## src/rtl/gf180mcu_icg_ctrl_pkg.sv

```systemverilog
`default_nettype none
// ---------------------------------------------------------------------------
// gf180mcu_icg_ctrl_pkg : shared channel state type and default parameters
// Rev 1.0
// ---------------------------------------------------------------------------
package gf180mcu_icg_ctrl_pkg;

  localparam int N_DEF        = 4;
  localparam int CW_DEF       = 8;
  localparam int WAKE_CYC_DEF = 2;

  typedef enum logic [2:0] {
    OFF  = 3'd0,
    PEND = 3'd1,
    WAKE = 3'd2,
    ON   = 3'd3,
    IDLE = 3'd4
  } chan_state_t;

  // Index width that stays legal (>=1 bit) for a single-entry range.
  function automatic int bits_for(input int n);
    return (n > 1) ? $clog2(n) : 1;
  endfunction

endpackage
`default_nettype wire

```

## src/rtl/gf180mcu_icg_ctrl_chan.sv

```systemverilog
`default_nettype none
// ---------------------------------------------------------------------------
// gf180mcu_icg_ctrl_chan : one gated-clock channel FSM with wake/idle counters
// Rev 1.0
// ---------------------------------------------------------------------------
module gf180mcu_icg_ctrl_chan
  import gf180mcu_icg_ctrl_pkg::*;
#(
  parameter int CW       = CW_DEF,
  parameter int WAKE_CYC = WAKE_CYC_DEF
) (
  input  logic          clk,
  input  logic          rst,
  input  logic          act,
  input  logic          grant,
  input  logic [CW-1:0] idle_lim,
  output logic          pend,
  output logic          in_wake,
  output logic          wake_done,
  output logic          en_q,
  output logic          ack
);

  localparam int            WW    = bits_for(WAKE_CYC);
  localparam logic [WW-1:0] WLOAD = WW'(WAKE_CYC - 1);

  chan_state_t   state, state_nxt;
  logic [CW-1:0] icnt, icnt_nxt;
  logic [WW-1:0] wcnt, wcnt_nxt;

  always_ff @(posedge clk) begin
    if (rst) begin
      state <= OFF;
      icnt  <= '0;
      wcnt  <= '0;
    end else begin
      state <= state_nxt;
      icnt  <= icnt_nxt;
      wcnt  <= wcnt_nxt;
    end
  end

  always_comb begin
    state_nxt = state;
    icnt_nxt  = icnt;
    wcnt_nxt  = wcnt;
    case (state)
      OFF: begin
        if (act) state_nxt = PEND;
      end
      // A grant issued in the same cycle that act falls still wins: the slot
      // was already committed by the arbiter.
      PEND: begin
        if (grant) begin
          state_nxt = WAKE;
          wcnt_nxt  = WLOAD;
        end else if (!act) begin
          state_nxt = OFF;
        end
      end
      WAKE: begin
        if (wcnt == '0) state_nxt = ON;
        else            wcnt_nxt  = wcnt - 1'b1;
      end
      ON: begin
        if (!act) begin
          if (idle_lim == '0) begin
            state_nxt = OFF;
          end else begin
            state_nxt = IDLE;
            icnt_nxt  = idle_lim - 1'b1;
          end
        end
      end
      IDLE: begin
        if (act) begin
          state_nxt = ON;
          icnt_nxt  = '0;
        end else if (icnt == '0) begin
          state_nxt = OFF;
        end else begin
          icnt_nxt  = icnt - 1'b1;
        end
      end
      default: state_nxt = OFF;
    endcase
  end

  assign pend      = (state == PEND);
  assign in_wake   = (state == WAKE);
  assign wake_done = (state == WAKE) && (wcnt == '0);
  assign en_q      = (state == WAKE) || (state == ON) || (state == IDLE);
  assign ack       = (state == ON) || (state == IDLE);

endmodule
`default_nettype wire

```

## src/rtl/gf180mcu_fd_sc_mcu9t5v0__icg_ctrl.sv

```systemverilog
`default_nettype none
// ---------------------------------------------------------------------------
// gf180mcu_fd_sc_mcu9t5v0__icg_ctrl : N-channel ICG enable sequencer with
// round-robin staggered wake-up. Rev 1.0
// ---------------------------------------------------------------------------
module gf180mcu_fd_sc_mcu9t5v0__icg_ctrl
  import gf180mcu_icg_ctrl_pkg::*;
#(
  parameter int N        = N_DEF,
  parameter int CW       = CW_DEF,
  parameter int WAKE_CYC = WAKE_CYC_DEF
) (
  input  logic                   CLK,
  input  logic                   RST,
  input  logic                   TE,
  input  logic [N-1:0]           REQ,
  input  logic [N-1:0]           FORCE_ON,
  input  logic [CW-1:0]          IDLE_LIM,
  output logic [N-1:0]           EN,
  output logic [N-1:0]           ACK,
  output logic [bits_for(N)-1:0] WAKE_ID
);

  localparam int IW = bits_for(N);

  logic [N-1:0]  pend, in_wake, wake_done, en_q, ack_q, grant;
  logic [IW-1:0] ptr, wake_id, grant_idx, sel;
  logic          slot_free, grant_any;
  int            idx;

  for (genvar i = 0; i < N; i++) begin : g_chan
    gf180mcu_icg_ctrl_chan #(
      .CW       (CW),
      .WAKE_CYC (WAKE_CYC)
    ) u_chan (
      .clk       (CLK),
      .rst       (RST),
      .act       (REQ[i] | FORCE_ON[i]),
      .grant     (grant[i]),
      .idle_lim  (IDLE_LIM),
      .pend      (pend[i]),
      .in_wake   (in_wake[i]),
      .wake_done (wake_done[i]),
      .en_q      (en_q[i]),
      .ack       (ack_q[i])
    );
  end

  // A channel finishing its wake this cycle hands the slot straight on.
  assign slot_free = ~|(in_wake & ~wake_done);

  always_comb begin
    grant     = '0;
    grant_idx = '0;
    grant_any = 1'b0;
    idx       = 0;
    sel       = '0;
    if (slot_free) begin
      for (int k = 0; k < N; k++) begin
        idx = int'(ptr) + k;
        if (idx >= N) idx = idx - N;
        sel = IW'(idx);
        if (!grant_any && pend[sel]) begin
          grant_any   = 1'b1;
          grant_idx   = sel;
          grant[sel]  = 1'b1;
        end
      end
    end
  end

  always_ff @(posedge CLK) begin
    if (RST) begin
      ptr     <= '0;
      wake_id <= '0;
    end else if (grant_any) begin
      ptr     <= (grant_idx == IW'(N - 1)) ? '0 : grant_idx + 1'b1;
      wake_id <= grant_idx;
    end
  end

  assign EN      = en_q | {N{TE}};
  assign ACK     = ack_q;
  assign WAKE_ID = wake_id;

endmodule
`default_nettype wire

```

## config.mk

```make
export PLATFORM = sky130hd
export DESIGN_NAME = gf180mcu_fd_sc_mcu9t5v0__icg_ctrl
export DESIGN_NICKNAME = d
export VERILOG_FILES = /design/src/rtl/gf180mcu_icg_ctrl_pkg.sv /design/src/rtl/gf180mcu_icg_ctrl_chan.sv /design/src/rtl/gf180mcu_fd_sc_mcu9t5v0__icg_ctrl.sv
export SDC_FILE = /design/constraint.sdc
export NUM_CORES = 1
export LEC_CHECK = 0
export CORE_AREA = 8 8 104 106
export DETAILED_ROUTE_END_ITERATION = 12
export DIE_AREA = 0 0 112 114
export PLACE_DENSITY = 0.6
export SLEW_MARGIN = 5
export SYNTH_ARGS = -nofsm -noshare
export SYNTH_HDL_FRONTEND = slang
export SYNTH_SLANG_ARGS = --single-unit
```

## constraint.sdc

```tcl
create_clock -name CLK -period 3.2 [get_ports CLK]
set_clock_uncertainty 0.1 [all_clocks]
set_input_delay 0.96 -clock CLK [delete_from_list [all_inputs] [get_ports CLK]]
set_output_delay 0.96 -clock CLK [all_outputs]
set_load 0.05 [all_outputs]
```

==> out/metrics.cfg <==
[clocking]
ctsResizeCount = 1
cts-buffers-inserted = 5
ctsHoldBuffers = 0
clock-sinks = 52
clk_pin_slew_worst_paths_ns = 0.10
max-clock-path-buffers = 2
cts_setup_buffers = 0
cts_htree_levels = 2
clkLatencyLatePin_ns = 0.31
cts_root_buf = clkbuf_8
cts_tree = built

[pwr]
p_comb_frac = 0.635
cellPowerDensity_nw_per_um2 = 722
p_leak_uw = 0.00173
switching_share = 0.451
ir_drop_mv = 0.258
power.total_uw = 3320
intPower_uw = 1820
seq_power_share = 0.257
clock_power_share = 0.108
switching_power_uw = 1500

[die]
start_util = 0.438
die_area_um2 = 12800
rows = 35
fp.coreArea_um2 = 9110
pin_count = 29
chipHeight_um = 114
die_x_um = 112

[global_route]
globalRouteTotalUtil = 0.171
grt-ovfl-total = 0
grt_max_degree = 22
grt_first_pass_wirelength_mm = 18.3
antenna_found_initial = 0
grt_pass1_vias = 3844

[setup_path]
worst_setup_path_start_kind = flip-flop
crit_chain = or3b_4 -> mux4_2 -> and2_4 -> nor2_2 -> xnor2_1 -> nor2_1 -> ha_1 -> or4_1 -> a21oi_1
max_stage_delay_ns = 0.54
required_ns = 3.34
path_max_fanout = 11
worstSetupPathType = reg -> reg
path_buf_inv = 0
arrival_ns = 3.11
cp_top_family = simple AND/OR/NAND/NOR gates
crit_slowest_cell = mux4_2
endpoint_kind = flip-flop

[min_path]
min_path_type = reg -> reg

[yosys]
synth_nets = 546
synth_area_um2 = 3990
ys.flop_type = dfxtp_1
synthesis.instances = 510
synth-edff-count = 0
synth_area_leaders = dfxtp_1 (26%), nor2_1 (7.1%), ha_1 (5.3%), o21ai_0 (5.0%), a22oi_1 (3.2%)
synth_top_area_frac = 0.261
ys_ff_latch = 52
yosys.area.top_type = dfxtp_1
synth_async_sr_flop_share = 0
ys_seq_area_frac = 0.261
yosysWarnings = 0
syn_area_per_cell_um2 = 7.81
synth.distinct_cells = 68

[place]
dp_hpwl_mm = 8.33
globalplace.congestion = 0.853
place_area_um2 = 4530
io_buffers = 28

[routing]
drtPass1Iterations = 5
drt-initial-drc-count = 300
drc = 0
vias = 4027
wl_mm = 11.0
wl_per_cell_um = 16.6
avgViaCountPerCell = 6.06
detail-route-antenna-nets = 0

[sta]
setup_tns_ns = 0
hold_viol_final = 0
worst_pin_slew_ns = 0.656
slew_viol_final = 0
slew_headroom = 0.559
setup_violations = 0
max_freq_ghz = 0.337
grt_setup_unrepaired = false
min_period_ns = 2.97
finalHoldWorstSlack_ns = 0.382
period_share = 0.927

[layout]
final_area_um2 = 4590
nets = 592
drive_gt1_frac = 0.153
antenna_cells = 0
area_growth_pct = 15.3

[job]
cap_violations = 0

[outcome]
outcome = finished clean

-- flip-flops by register name (all words and copies together), names as in the netlist --
name / count
g_chan.u_chan.icnt: 32
WAKE_ID: 2
ptr: 2
g_chan.u_chan.wcnt: 4
g_chan.u_chan.state: 12
-- stage by stage --
step	instances	utilization	setup slack, ns
detailed placement	660	0.497	-0.00849
CTS	665	0.504	0.236
global placement	660	0.497	0.00120
floorplan	510	-	0.361
global route	665	0.504	0.0405
finish	665	0.504	0.233
-- power by group through the flow --
stage | Sequential (uW) | Combinational, uW | Clock (uW)
global placement | 865 | 2050 | 0
CTS | 855 | 2090 | 369
detailed placement | 869 | 2080 | 0
global route | 873 | 2310 | 393
finish | 854 | 2110 | 357
floorplan | 881 | 1560 | 0
-- kinds of logic (layout without fill, tap and decap cells) --
| kind of cell | Yosys count | count (layout) | synth area share |
|---|---|---|---|
| fa+ha+maj | 17 | 17 | 0.0534 |
| buf+inv | 54 | 98 | 0.0631 |
| flops | 52 | 52 | 0.261 |
| mux | 7 | 7 | 0.0374 |
| xor+xnor | 12 | 12 | 0.0264 |
| compound gates | 163 | 163 | 0.282 |
| simple gates | 205 | 205 | 0.276 |
-- worst reg2reg max path, cell delays in order (launching register included) --
cell and delay, ns:
dfxtp_1 0.43, or3b_4 0.47, mux4_2 0.55, and2_4 0.21, nor2_2 0.10, xnor2_1 0.15
nor2_1 0.07, ha_1 0.20, or4_1 0.49, a21oi_1 0.13
-- metal layers --
layer	routed length (um)	up-vias	part of all wire	global-route usage
li1	-	1994	-	-
met1	5130	1919	0.46	0.212
met2	5220	99	0.47	0.298
met3	498	15	0.045	0.0264
met4	195	0	0.018	0.0540
met5	0	-	0	0
-- area by class of cell --
class	instances	area, um2
fill	911	4520
multi-input combinational	404	2690
sequential	52	1040
timing repair buffer	69	562
tap	111	139
inverter	24	90.1
clock buffer	5	68.8
-- cells in the final DEF, fill, tap and decap left out, drive strengths merged, types with 6 or more instances in the layout --
master	count
nor2	76
dfxtp	52
buf	50
o21ai	40
a21oi	25
inv	24
nand2	24
nor3	22
a22oi	19
clkdlybuf4s50	18
ha	17
o32ai	12
a211oi	10
xnor2	10
nand3	10
o22ai	9
nor3b	9
nand2b	8
nor2b	7
nor4	7
o211ai	6
or3	6
mux4	6
or3b	6
-- path summary, 6_finish.rpt --
| kind | from | end | slack (ns) | depth (start not counted) |
|---|---|---|---|---|
| hold / removal | g_chan[0].u_chan.icnt[5] | g_chan[0].u_chan.icnt[5] | 0.38 | 2 |
| setup reg to reg | g_chan[3].u_chan.state[2] | ptr[0] | 0.23 | 9 |
| hold reg to reg | g_chan[0].u_chan.icnt[5] | g_chan[0].u_chan.icnt[5] | 0.38 | 2 |
| setup / recovery | g_chan[3].u_chan.state[2] | ptr[0] | 0.23 | 9 |
-- cell usage after synthesis, drive strengths merged (3+ instances only) --
master / instances
o21a: 4
nor3b: 9
or2: 5
nor2b: 7
o32ai: 12
o22ai: 9
a21oi: 25
xnor2: 10
a41oi: 3
nand3: 10
o221ai: 3
o211ai: 6
nand3b: 4
inv: 24
nor2: 76
ha: 17
mux4: 6
or4: 4
a211oi: 10
a2bb2oi: 5
a31oi: 4
clkbuf: 18
a22oi: 19
or3b: 6
nand2b: 8
nor3: 22
nor4: 7
or3: 6
dfxtp: 52
o21ai: 40
buf: 12
and2: 5
nand2: 24
nor4bb: 4
a41o: 3
Power figures use the tool's default switching activity.
